<file path="config.mk">
export PLATFORM = sky130hd
export DESIGN_NAME = fc_seq_ctrl
export DESIGN_NICKNAME = d
export VERILOG_FILES = /design/src/rtl/fc_seq_ctrl.sv
export SDC_FILE = /design/constraint.sdc
export NUM_CORES = 1
export LEC_CHECK = 0
export BUFFER_PORTS_ARGS = -buffer_cell sky130_fd_sc_hd__buf_2
export CAP_MARGIN = 20
export CORE_UTILIZATION = 47
export DETAILED_ROUTE_END_ITERATION = 8
export GPL_TIMING_DRIVEN = 0
export PLACE_DENSITY_LB_ADDON = 0.05
export SLEW_MARGIN = 10
export SYNTH_ARGS = -nofsm -noshare
export SYNTH_HDL_FRONTEND = slang
export SYNTH_SLANG_ARGS = --single-unit
</file>
<file path="constraint.sdc">
create_clock -name clk -period 3.6 [get_ports clk]
set_clock_uncertainty 0.15 [all_clocks]
set_input_delay 0.18 -clock clk [delete_from_list [all_inputs] [get_ports clk]]
set_output_delay 0.18 -clock clk [all_outputs]
set_load 0.03 [all_outputs]
</file>
<file path="src/rtl/fc_seq_ctrl.sv">
// rtl/fc_seq_ctrl.sv - two-layer FC inference sequencer with shared memory write port
// Optional feature: define FC_SEQ_WCNT_CHECK_EN to flag err when a layer ends
// with a write count different from MID_CELL (layer 1) or BCK_CELL (layer 2).
module fc_seq_ctrl #(
  parameter int          MID_CELL = 20,
  parameter int          BCK_CELL = 10,
  parameter logic [15:0] L2_BASE  = 16'd32
) (
  input  logic        clk,
  input  logic        reset_n,
  input  logic        start,
  input  logic        abort,
  output logic        l1_en,
  output logic        l2_en,
  input  logic        l1_we,
  input  logic        l2_we,
  input  logic [15:0] l1_addr,
  input  logic [15:0] l2_addr,
  input  logic [15:0] l1_data,
  input  logic [15:0] l2_data,
  input  logic        l1_end,
  input  logic        l2_end,
  output logic        mem_we,
  output logic [15:0] mem_addr,
  output logic [15:0] mem_data,
  output logic        busy,
  output logic        done,
  output logic        err
);

  typedef enum logic [1:0] {IDLE, RUN1, RUN2, DONE} state_t;

`ifdef FC_SEQ_WCNT_CHECK_EN
  localparam bit WCNT_CHECK = 1'b1;
`else
  localparam bit WCNT_CHECK = 1'b0;
`endif

  localparam logic [15:0] MID_TGT = 16'(MID_CELL);
  localparam logic [15:0] BCK_TGT = 16'(BCK_CELL);

  state_t      state;
  logic [15:0] wcnt;

  logic        fwd1;
  logic        fwd2;
  logic        fwd;
  logic        stray;
  logic [15:0] l2_mapped;
  logic [15:0] wcnt_inc;
  logic        cnt_mismatch;
  logic        cnt_bad;

  // Only the layer owning the current phase reaches memory; the other one is an error.
  assign fwd1      = (state == RUN1) && l1_we;
  assign fwd2      = (state == RUN2) && l2_we;
  assign fwd       = fwd1 || fwd2;
  assign stray     = ((state == RUN1) && l2_we) || ((state == RUN2) && l1_we);
  assign l2_mapped = l2_addr + L2_BASE;

  // Count including a write landing in the same cycle as the end pulse, saturating.
  assign wcnt_inc  = (fwd && (wcnt != 16'hFFFF)) ? wcnt + 16'd1 : wcnt;

  assign cnt_mismatch = ((state == RUN1) && l1_end && (wcnt_inc != MID_TGT)) ||
                        ((state == RUN2) && l2_end && (wcnt_inc != BCK_TGT));
  assign cnt_bad      = WCNT_CHECK && cnt_mismatch;

  // Sequencer FSM with registered enables, status and memory write port.
  always_ff @(posedge clk) begin
    if (!reset_n) begin
      state    <= IDLE;
      wcnt     <= 16'd0;
      l1_en    <= 1'b0;
      l2_en    <= 1'b0;
      busy     <= 1'b0;
      done     <= 1'b0;
      err      <= 1'b0;
      mem_we   <= 1'b0;
      mem_addr <= 16'd0;
      mem_data <= 16'd0;
    end else begin
      mem_we <= 1'b0;
      done   <= 1'b0;
      if (abort) begin
        // Abort wins over everything, including a write in flight this cycle.
        state <= IDLE;
        l1_en <= 1'b0;
        l2_en <= 1'b0;
        busy  <= 1'b0;
      end else begin
        if (fwd) begin
          mem_we   <= 1'b1;
          mem_addr <= fwd2 ? l2_mapped : l1_addr;
          mem_data <= fwd2 ? l2_data : l1_data;
        end
        case (state)
          IDLE: begin
            if (start) begin
              state <= RUN1;
              l1_en <= 1'b1;
              busy  <= 1'b1;
              err   <= 1'b0;
              wcnt  <= 16'd0;
            end
          end
          RUN1: begin
            if (stray || cnt_bad) err <= 1'b1;
            if (l1_end) begin
              state <= RUN2;
              l1_en <= 1'b0;
              l2_en <= 1'b1;
              wcnt  <= 16'd0;
            end else begin
              wcnt <= wcnt_inc;
            end
          end
          RUN2: begin
            if (stray || cnt_bad) err <= 1'b1;
            if (l2_end) begin
              state <= DONE;
              l2_en <= 1'b0;
              busy  <= 1'b0;
              done  <= 1'b1;
              wcnt  <= 16'd0;
            end else begin
              wcnt <= wcnt_inc;
            end
          end
          default: begin
            state <= IDLE;
          end
        endcase
      end
    end
  end

endmodule
</file>
==> impl_results.md <==
* Count of different cell masters after synthesis at 34
* Max-Cap Viols at 0
* # setup viols final at 0
* Hold WC Path Type: input pin to register
* TNS Setup at 0 ns
* Max IR drop VDD at 0.1926 mV
* Critical path class: register to register
* Minimum clock period at roughly 2.6 ns
* Final Wtd Congestion at 0.8717
* Overall die height at roughly 67 um
* CP max stage cell: dlygate4sd3_1
* Grt total ovfl at 0
* H-tree levels at 2
* Pleak at approximately 0.0014 uW
* Largest stage delay on the critical path at about 0.6 ns
* Tot Pwr at between 1000 and 1500 uW
* Setup repair bufs after CTS at 0
* Largest net degree at the start of global routing at 13
* Vias in the first global route at just over 2,000
* WP data arrival at 2.63 ns
* Final hold vios at 0
* Layout Nets at about 470
* Tcrit/Tclk final at approximately 72%
* Post-synth ARST share at 0%
* Post-synth EDFFs at 0
* Starting Density at about half
* Kind of cell adding the most delay to the critical path: buffers and inverters
* Top FF cell, synth: dfxtp_1
* Clock root buffer master: clkbuf_8
* Most common cell after layout, fill and taps aside: buf_2
* Flops & latches, synth at 40
* Slew @ Worst Pin at slightly above 0.5 ns
* First-pass GRT wire length at slightly below 9000 um
* I/O pin count at 110
* Power per cell area at approximately 350 nW/um^2
* Reg-to-reg slack, setup at 0.99 ns
* Crit-path most repeated cell: buf_2
* CTS tree: done
* Mapped Area at between 1500 and 2000 um^2
* IO Port Bufs at about 110
* Via/cell ratio at ~5.2
* Routed Antenna Nets at 0
* CTS Sinks at 40
* Post-DP HPWL at between 3000 and 4000 um
* Relative slew slack at 66.40%
* Num CTS Buffers at 5
* Cell count after synthesis at 250
* FP Rows at 23
* Required time worst endpoint at between 3 and 4 ns
* CP bufs+invs at 4
* Setup crit end kind: register
* Setup WS post-layout at around 1 ns
* Type of origin of the critical path: register
* Core area at roughly 4000 um^2
* Crit Path Max Fanout at 10
* Drt drc at 0
* Die Area at roughly 4400 um^2
* Sequential share of the synthesized area at between 40% and 50%
* Initial DRC Count at 92
* DR WL/cell at 13.12 um
* Layout cells sized above 1 at between 30% and 40%
* Most frequent cells in the layout: buf_2, nand2_1, dfxtp_1
* Die X at between 60 and 70 um
* Hold-fix buffers, CTS at 23
* Ant. Diodes at 0
* CTS Buffer Depth at 2
* Pre-Repair DR Iteration Count at 4
* GRT Total Usage at 26.21%
* Setup repair after global routing missed its margin: no
* Fmax achieved at ~380 MHz
* CTS clk-pin slew, worst paths at ~0.080 ns
* Routed WL at slightly below 6000 um
* Post-place setup slack at 1.569 ns
* Syn Nets at 327
* Skew-Pair Late Insertion Delay at between 0.2 and 0.3 ns
* YS warnings at 0
* Antenna violations before repair at 0
* Slew Limit Fails at 0
* CP Cell Sequence: inv_1 > ha_1 > nand2_1 > a21oi_2 > buf_2 > buf_2 > a311oi_1 > dlygate4sd3_1
* Syn-to-layout area delta at 49.23%
* Vias at 2,278
* Status: finished clean
* Cts repair resizes at 0
* Syn Area/Cell at 7.838 um^2
## worst register-to-register path: stages (launching register included)
cell           delay (ns)
dfxtp_1              0.34
inv_1                0.09
ha_1                 0.30
nand2_1              0.18
a21oi_2              0.21
buf_2                0.25
buf_2                0.26
a311oi_1             0.12
dlygate4sd3_1        0.60
## sequential cells by signal (all words and copies together), names as in the netlist
register / cells
busy: 1
done: 1
err: 1
l1_en: 1
l2_en: 1
mem_addr: 16
mem_data: 16
mem_we: 1
state: 2
## where the power goes
part | switching (uW) | total (uW) | leakage [uW] | internal (uW)
Sequential | 6.73 | 462 | 0.000324 | 455
Combinational | 96.0 | 175 | 0.000975 | 79.1
Clock | 154 | 398 | 0.0000645 | 245
## final timing paths
path               startpoint           end  cells after the start
hold reg to reg   mem_addr[7]   mem_addr[7]                      2
hold / removal     l2_addr[4]   mem_addr[4]                      3
setup reg to reg     state[0]  mem_data[14]                      8
setup / recovery     state[0]  mem_data[14]                      8
## cell type report
| cell class | count | area, um^2 |
|---|---|---|
| clock buffers | 7 | 96.34 |
| multi-input cells | 187 | 1064 |
| repair buffers | 132 | 775.7 |
| flip-flops and latches | 40 | 800.8 |
| well taps | 50 | 62.56 |
| fillers | 345 | 1076 |
| inverters | 7 | 26.28 |
| plain buffers | 16 | 68.82 |
| clock inverters | 1 | 30.03 |
## cell families after synthesis
group | after synthesis | share of synthesized area, %
AO/OA/AOI/OAI | 55 | 21.58
buffers and inverters | 23 | 4.853
flip-flops | 40 | 40.87
multiplexers | 3 | 1.533
adder cells (fa/ha/maj) | 5 | 3.193
AND/OR/NAND/NOR | 120 | 26.18
XOR/XNOR | 4 | 1.788
## Yosys cell counts, drive strengths merged, types with 2 or more instances
cell    number  share of area, %
a21oi        7               2.0
a311oi      23                10
a31oi        2              0.64
a32oi        2              0.89
buf          7               1.8
clkbuf       9               1.7
dfxtp       40                41
ha           5               3.2
inv          6               1.1
mux2i        3               1.5
nand2       59                11
nand2b       4               1.3
nand3       12               3.7
nor2        31               5.9
nor3         9               2.3
nor4         2              0.64
o211ai       4               1.5
o21a         2              0.77
o21ai        5               1.3
o31ai        3               1.1
xnor2        4               1.8
## through the flow
step           utilization [%]  hold slack, ns  instances  instance area, um^2
3_3_place_gp             64.19          0.2766        409                 2567
5_1_grt                  73.10        0.001372        440                 2924
3_5_place_dp             64.19          0.2896        409                 2567
2_1_floorplan                -          0.1465        250                 1959
6_report                 73.10        0.001863        440                 2924
4_1_cts                  73.10      0.00003911        440                 2924
## layer usage
metal,vias up,GRT usage (%),routed length (um)
li1,1170,-,-
met5,-,0,0
met3,8,8.048,387
met2,85,45.45,2844
met1,1015,30.07,2447
met4,0,9.043,94
Power figures use the tool's default switching activity.
